### src/rtl/mem_arb_pkg.sv
// Shared definitions for the two-port data-memory arbiter: FSM state
// encodings, port identifiers and default bus widths.
package mem_arb_pkg;

    localparam int DEFAULT_ADDR_W = 8;
    localparam int DEFAULT_DATA_W = 8;

    typedef enum logic [1:0] {
        IDLE   = 2'd0,
        ACCESS = 2'd1,
        RESP   = 2'd2
    } arb_state_t;

    localparam logic PORT_A = 1'b0;
    localparam logic PORT_B = 1'b1;

endpackage

### src/rtl/rr_arb2.sv
// Two-way winner select for the data-memory arbiter.
// Build option: define MEM_ARB_FIXED_PRIO_EN to make port A win every tie
// (last_winner is then ignored and port B can starve); by default ties
// go to the port that did not win last.
module rr_arb2
    import mem_arb_pkg::*;
(
    input  logic [1:0] req,
    input  logic       last_winner,
    output logic       any_req,
    output logic       winner
);

`ifdef MEM_ARB_FIXED_PRIO_EN
    logic unused_last_winner;
    assign unused_last_winner = last_winner;
`endif

    // Pick the winning port from the current requests.
    // NOTE: every output of a combinational block gets a default first, so
    // no path through it leaves a value unassigned and infers a latch.
    always_comb begin
        any_req = |req;
        winner  = PORT_A;
`ifdef MEM_ARB_FIXED_PRIO_EN
        if (!req[PORT_A] && req[PORT_B]) begin
            winner = PORT_B;
        end
`else
        if (&req) begin
            winner = ~last_winner;
        end else if (req[PORT_B]) begin
            winner = PORT_B;
        end
`endif
    end

endmodule

### src/rtl/mem_port_arbiter.sv
// Shares one single-port data memory between port A (CPU load/store) and
// port B (DMA/debug loader). Each access is one ACCESS cycle with the
// memory strobes driven for the whole cycle, followed by one RESP cycle
// that returns completion and read data; RESP re-arbitrates, so back-to-back
// accesses run at one per two cycles.
// Build option: MEM_ARB_FIXED_PRIO_EN (see rr_arb2) selects fixed A-first
// priority instead of round-robin.
module mem_port_arbiter
    import mem_arb_pkg::*;
#(
    parameter int ADDR_W = DEFAULT_ADDR_W,
    parameter int DATA_W = DEFAULT_DATA_W
) (
    input  logic              clk,
    input  logic              rst,

    input  logic              a_req,
    input  logic              a_we,
    input  logic [ADDR_W-1:0] a_addr,
    input  logic [DATA_W-1:0] a_wdata,
    output logic              a_gnt,
    output logic              a_rvalid,
    output logic [DATA_W-1:0] a_rdata,

    input  logic              b_req,
    input  logic              b_we,
    input  logic [ADDR_W-1:0] b_addr,
    input  logic [DATA_W-1:0] b_wdata,
    output logic              b_gnt,
    output logic              b_rvalid,
    output logic [DATA_W-1:0] b_rdata,

    output logic              mem_read,
    output logic              mem_write,
    output logic [ADDR_W-1:0] mem_addr,
    output logic [DATA_W-1:0] mem_wdata,
    input  logic [DATA_W-1:0] mem_rdata
);

    arb_state_t        state_q;
    arb_state_t        state_d;
    logic              winner_q;
    logic              last_winner_q;
    logic              we_q;

    logic              any_req;
    logic              arb_winner;
    logic              grant_now;

    logic              sel_we;
    logic [ADDR_W-1:0] sel_addr;
    logic [DATA_W-1:0] sel_wdata;

    rr_arb2 u_rr_arb2 (
        .req         ({b_req, a_req}),
        .last_winner (last_winner_q),
        .any_req     (any_req),
        .winner      (arb_winner)
    );

    // Command fields of whichever port the arbiter is selecting right now.
    assign sel_we    = (arb_winner == PORT_A) ? a_we    : b_we;
    assign sel_addr  = (arb_winner == PORT_A) ? a_addr  : b_addr;
    assign sel_wdata = (arb_winner == PORT_A) ? a_wdata : b_wdata;

    // State register; the reset is synchronous, sampled on the clock edge.
    // NOTE: clocked state uses non-blocking (<=) so every register sees the
    // pre-edge values of the others regardless of statement order.
    always_ff @(posedge clk) begin
        if (rst) begin
            state_q <= IDLE;
        end else begin
            state_q <= state_d;
        end
    end

    // Next-state decode plus all per-cycle strobes (gnt, rvalid, mem enables).
    always_comb begin
        state_d   = state_q;
        grant_now = 1'b0;
        a_gnt     = 1'b0;
        b_gnt     = 1'b0;
        a_rvalid  = 1'b0;
        b_rvalid  = 1'b0;
        mem_read  = 1'b0;
        mem_write = 1'b0;
        case (state_q)
            IDLE: begin
                if (any_req) begin
                    grant_now = 1'b1;
                    state_d   = ACCESS;
                end
            end
            ACCESS: begin
                a_gnt     = (winner_q == PORT_A);
                b_gnt     = (winner_q == PORT_B);
                mem_write = we_q;
                mem_read  = ~we_q;
                state_d   = RESP;
            end
            RESP: begin
                a_rvalid = (winner_q == PORT_A);
                b_rvalid = (winner_q == PORT_B);
                if (any_req) begin
                    grant_now = 1'b1;
                    state_d   = ACCESS;
                end else begin
                    state_d   = IDLE;
                end
            end
            default: begin
                state_d = IDLE;
            end
        endcase
    end

    // Latch the granted command (held on the memory bus until the next grant)
    // and capture read data into the winning port at the end of ACCESS.
    always_ff @(posedge clk) begin
        if (rst) begin
            winner_q      <= PORT_A;
            last_winner_q <= PORT_B;
            we_q          <= 1'b0;
            mem_addr      <= '0;
            mem_wdata     <= '0;
            a_rdata       <= '0;
            b_rdata       <= '0;
        end else begin
            if (grant_now) begin
                winner_q      <= arb_winner;
                last_winner_q <= arb_winner;
                we_q          <= sel_we;
                mem_addr      <= sel_addr;
                mem_wdata     <= sel_wdata;
            end
            if (state_q == ACCESS && !we_q) begin
                if (winner_q == PORT_A) begin
                    a_rdata <= mem_rdata;
                end else begin
                    b_rdata <= mem_rdata;
                end
            end
        end
    end

endmodule

### config.mk
export PLATFORM = sky130hd
export DESIGN_NAME = mem_port_arbiter
export DESIGN_NICKNAME = d
export VERILOG_FILES = /design/src/rtl/mem_arb_pkg.sv /design/src/rtl/rr_arb2.sv /design/src/rtl/mem_port_arbiter.sv
export SDC_FILE = /design/constraint.sdc
export NUM_CORES = 1
export LEC_CHECK = 0
export ABC_AREA = 1
export ABC_CLOCK_PERIOD_IN_PS = 1670
export CAP_MARGIN = 20
export CORE_ASPECT_RATIO = 0.8
export CORE_MARGIN = 10
export CORE_UTILIZATION = 42
export DETAILED_ROUTE_END_ITERATION = 16
export PLACE_DENSITY_LB_ADDON = 0.25
export SYNTH_ARGS = -nofsm -noshare
export SYNTH_HDL_FRONTEND = slang
export SYNTH_SLANG_ARGS = --single-unit
### constraint.sdc
create_clock -name clk -period 1.67 [get_ports clk]
set_clock_uncertainty 0.15 [all_clocks]
set_input_delay 0.334 -clock clk [delete_from_list [all_inputs] [get_ports clk]]
set_output_delay 0.334 -clock clk [all_outputs]
set_load 0.02 [all_outputs]
==> reports/results.ini, run 1 <==
[sta]
relSlewSlack_pct=82.77
fmax_ghz=0.6381
layout_min_cycle_time_ps=1567
setup_viol=0
fin_crit_sh_pct=93.85
worstMarginPinSlew_ps=256.7
slew_violations=0
hold_viol=0
rsz0062_at_grt=false
setup_ws_ps=102.8

[worst_setup_path]
critPathLaunch=state_q[0]
cp-end-kind=primary output
worstSetupStartpointType=flop
rrSetupSlack_ps=410
path_class=flop to primary output
crit_path_end=mem_write
r2r_cells=6
required_ps=1190
arrival_ps=1080
reg2reg_to=mem_wdata[7]
worstReg2RegStart=state_q[0]
critPathMaxFanout=4

[synth]
synth_area_leaders=dfxtp_1 (39%), nor2_1 (15%), nand2_1 (7.6%)
synth_nets=303
yosysWarningCount=0
ys_seq_area_share_pct=39.47
yosysTopAreaCell=dfxtp_1
avgSynthCellArea_um2=7.303
syn_area_um2=1877
yosys.area.top_type_share_pct=39.47
ys_types=22
syn_inst=257
ys_ff_latch=37

[clocking]
root_buffer=clkbuf_8
insertion_delay_ps=280
clkSinkCount=37
htree_levels=2
cts_buffers=5
cts.clk_slew.worst_paths_ps=70
cts_buffer_depth=2
cts_tree=yes
cts-hold-fix-buffers=0

[layout]
final_common_cell=nor2_1
n_antenna_cell=0
final_core_util_pct=66.61
n_fill_cell=412
area_delta_synth_final_pct=51.07
drive_gt1_share_pct=12.86
layout.nets=395
layout_common_cells=nor2_1 (73), clkdlybuf4s50_1 (45), nand2_1 (38), dfxtp_1 (35), dlygate4sd2_1 (32)

[grt]
grt_pass1_wl_um=8901
grt_pass1_vias=1823
grt_max_degree=34
antenna_found_initial=0
track_usage_pct=14.73
grt_overflow=0

[power_and_ir_drop]
power_density_nw_per_um2=788.6
peakVddDrop_mv=0.4925
leakagePower_uw=0.001382

[hold_path]
hold_path_class=flop to flop

[placed_design]
hpwl_um=4239
dp_slack_ps=-128.6
gp_congestion=0.8370
io_buffers=83

[flow_run]
cap_violations=0

[detailed_routing]
finalWirelength_um=5430
wl_per_cell_um=13.34
num_vias=1911
drtPass1Iterations=5
vias_per_cell=4.695
drtIter0Drc=98
route.detailed.drc=0
ant_nets=0

[floorplan]
fp.dieW_um=94.74
core_um2=4257
num_io_pins=84
initial_core_util_pct=44.09
die_h_um=79.79
die_area_um2=7559
row_count=21

[outcome]
status=completed

repair_timing:
item	4_1_cts	5_1_grt
endpoints found under the setup margin	38	3
buffers inserted	0	0
resized for setup	57	3
gates cloned	0	0
power by group:
group          switching (uW)  internal [uW]
clock                     301            289
sequential               36.8            955
combinational             348            307
total                     685           1550
flip-flops by register name, indices dropped and copies added (netlist names):
name           flops
b_rdata            8
mem_wdata          8
we_q               1
state_q            2
last_winner_q      1
mem_addr           8
winner_q           1
a_rdata            8
synth_stat cells:
cell type	n
a21boi_0	5
a21boi_1	12
a21oi_1	1
buf_2	6
buf_4	3
buf_6	6
clkbuf_1	1
clkbuf_2	1
clkinv_1	1
dfxtp_1	37
inv_1	11
inv_2	3
nand2_1	38
nand2_2	1
nand3_1	19
nand3_2	1
nand4_1	16
nor2_1	73
nor2_4	4
nor2_8	1
o21ai_1	1
o21bai_1	16
metal layers:
metal	share of wire (%)	vias up	GRT usage [%]
met5	0	-	0
met4	1.6	0	5.970
met3	9.2	8	6.391
met2	46	59	22.81
met1	43	828	17.47
li1	-	1016	-
metrics by stage:
step / hold slack, ps / total power [uW] / instance area [um2] / cells / TNS (ps)
2_1_floorplan: 298.6 / 1395 / 1877 / 257 / 0
3_3_place_gp: 312.3 / 1710 / 2818 / 399 / -809.8
3_5_place_dp: 327.3 / 1720 / 2818 / 399 / -1619
4_1_cts: 336.8 / 2270 / 2845 / 407 / 0
5_1_grt: 361.4 / 2376 / 2835 / 407 / 0
6_report: 332.4 / 2236 / 2835 / 407 / 0
worst min-delay path by stage:
stage,startpoint,end,slack [ps],cells past startpoint
floorplan,last_winner_q,last_winner_q,300,2
global placement,b_rdata[6],b_rdata[6],310,2
detailed placement,b_rdata[2],b_rdata[2],330,2
CTS,a_rdata[7],a_rdata[7],340,2
global route,b_rdata[1],b_rdata[1],360,2
finish,b_rdata[5],b_rdata[5],330,2
area by class of cell:
| cell class | count | area [um2] | share of cell area [%] |
|---|---|---|---|
| Multi-Input combinational cell | 188 | 950.9 | 33.54 |
| Timing Repair Buffer | 102 | 930.9 | 32.83 |
| Sequential cell | 37 | 743.2 | 26.21 |
| Clock buffer | 6 | 72.57 | 2.560 |
| Tap cell | 57 | 71.32 | 2.515 |
| Inverter | 15 | 56.30 | 1.986 |
| Clock inverter | 2 | 10.01 | 0.3530 |
logic make-up (layout without fill, tap and decap cells):
family	Yosys count	after routing	synth area share (%)
buffers and inverters	32	125	9.866
flip-flops	37	37	39.47
AO/OA/AOI/OAI	35	35	13.73
AND/OR/NAND/NOR	153	153	36.93
worst max-delay path, stage by stage, from the launching register on:
cell and delay (ps):
dfxtp_2 350, inv_2 70, nor2_8 80, inv_2 60
nor2_1 90, buf_4 150
Power figures use the tool's default switching activity.
==> run 2, diff against run 1 <==
--- a/config.mk
+++ b/config.mk
@@ -10,8 +10,10 @@
 export CAP_MARGIN = 20
 export CORE_ASPECT_RATIO = 0.8
 export CORE_MARGIN = 10
-export CORE_UTILIZATION = 42
+export CORE_UTILIZATION = 50
+export CTS_BUF_LIST = sky130_fd_sc_hd__clkbuf_4
 export DETAILED_ROUTE_END_ITERATION = 16
+export DONT_BUFFER_PORTS = 1
 export PLACE_DENSITY_LB_ADDON = 0.25
 export SYNTH_ARGS = -nofsm -noshare
 export SYNTH_HDL_FRONTEND = slang
==> run 2 against run 1 <==
  * Clock-buffer cell count unchanged
  * Via count down 14%
  * Core utilization down 10 points
  * Power down 16%
  * Sequential power up 9%
  * Combinational power down 46%
  * Register-to-register slack worse by 170 ps
  * Clock power down 25%
  * Flip-flop and latch count unchanged
  * Worst setup slack worse by 54 ps
  * Final cell count down 26%
==> reports/results.ini, run 2 (same netlist as run 1, synthesis figures left out) <==
[sta]
slew_violations=0
rsz0062_at_grt=true
setup_viol=0
hold_viol=0
fin_crit_sh_pct=97.10
layout_min_cycle_time_ps=1622
worstMarginPinSlew_ps=571.2
setup_ws_ps=48.47
fmax_ghz=0.6167
relSlewSlack_pct=61.79

[worst_setup_path]
crit_chain=inv_4, nor2_8, inv_4, nor2_2, buf_6
path_class=flop to primary output
crit_slowest_cell=dfxtp_4
arrival_ps=1140
max_stage_delay_ps=380
required_ps=1190
worstSetupStartpointType=flop
critPathMaxFanout=4
cp-end-kind=primary output
cp_common_cell=inv_4
rrSetupSlack_ps=240

[floorplan]
initial_core_util_pct=53.34
core_um2=3518
die_h_um=74.80
die_area_um2=6620
row_count=19
num_io_pins=84
fp.dieW_um=88.50

[power_and_ir_drop]
switching_share_pct=32.69
peakVddDrop_mv=0.4149
pwr-share-clk_pct=23.6
leakagePower_uw=0.0008898
combPwrFrac_pct=18.7
power_density_nw_per_um2=945.2
p_int_uw=1262
seq_power_share_pct=57.7
netSwitchingPower_uw=612.8

[layout]
drive_gt1_share_pct=12.31
layout.nets=306
final_common_cell=nor2_1
area_delta_synth_final_pct=5.667
n_antenna_cell=0
layout_common_cells=nor2_1 (71), nand2_1 (38), dfxtp_1 (35), nand3_1 (19)
finalInstanceArea_um2=1983

[grt]
antenna_found_initial=0
grt_pass1_wl_um=7479
track_usage_pct=14.31
grt_overflow=0
grt_pass1_vias=1457
grt_max_degree=38

[detailed_routing]
drtPass1Iterations=4
drtIter0Drc=98
finalWirelength_um=4854
wl_per_cell_um=16.07
num_vias=1639
route.detailed.drc=0
vias_per_cell=5.427
ant_nets=0

[flow_run]
cap_violations=0

[placed_design]
placed_cell_area_um2=1888
io_buffers=0
gp_congestion=0.7609
hpwl_um=3556
dp_slack_ps=279.3

[clocking]
cts_buffer_depth=2
root_buffer=clkbuf_4
htree_levels=2
cts.clk_slew.worst_paths_ps=100
clkSinkCount=37
cts_buffers=5
cts_tree=yes
insertion_delay_ps=330

[outcome]
status=completed

[hold_path]
hold_path_class=input pin to flop

-- run 2: cell types whose count changed in the layout (fill, tap and decap cells not counted), sizes merged --
cell | previous run | this run
buf | 25 | 11
clkdlybuf4s50 | 45 | 0
clkinv | 3 | 2
dlygate4sd2 | 32 | 0
dlygate4sd3 | 0 | 2
-- run 2: worst paths after layout --
check                           depth (start not counted)     startpoint             to
worst max-delay path                                    5     state_q[0]      mem_write
worst min-delay path                                    2            rst    mem_addr[4]
worst max register to register                          6     state_q[0]   mem_wdata[2]
worst min register to register                          2  last_winner_q  last_winner_q
-- run 2: layout make-up --
| cell class | count | area, um2 |
|---|---|---|
| Fill cell | 350 | 1535 |
| Clock buffer | 6 | 45.04 |
| Inverter | 15 | 61.31 |
| Clock inverter | 1 | 3.754 |
| Timing Repair Buffer | 13 | 118.9 |
| Sequential cell | 37 | 745.7 |
| Tap cell | 42 | 52.55 |
| Multi-Input combinational cell | 188 | 955.9 |
-- run 2: critical path, delay by kind of cell (launching register included) --
kind                   cells  cell delay (ps)
AND/OR/NAND/NOR            2              200
flip-flops                 1              380
buffers and inverters      3              230
-- run 2: metal layers --
metal / share of wire (%) / wire (um) / vias up / track usage (%)
met4: 0.84 / 41 / 0 / 4.293
met1: 45 / 2193 / 724 / 18.96
met2: 42 / 2052 / 68 / 19.84
met3: 12 / 567 / 5 / 7.120
li1: - / - / 842 / -
met5: 0 / 0 / - / 0
-- run 2: metrics by stage --
stage	TNS (ps)	cells	hold WS (ps)	utilization, %	power (uW)
6_report	0	302	17.67	56.37	1874
5_1_grt	-49.16	302	12.92	56.37	2003
4_1_cts	0	300	1.522	55.55	1891
3_5_place_dp	0	292	260.6	53.66	1438
3_3_place_gp	0	292	258.4	53.66	1430
2_1_floorplan	0	257	298.6	-	1395
-- run 2: timing repair --
action                                 in CTS  in global routing
pin swaps                                   0                  1
hold buffers                                1                  1
gates resized for setup                     4                  5
endpoints found under the hold margin       9                  9
buffers inserted                            0                  1
setup endpoints to repair                   5                  5
-- run 2: power by group through the flow --
stage	sequential, uW	clock [uW]	combinational (uW)
after floorplan	1090	0	307
after global placement	1100	0	325
after detailed placement	1110	0	332
after CTS	1090	467	337
after global routing	1090	510	400
final	1080	443	350
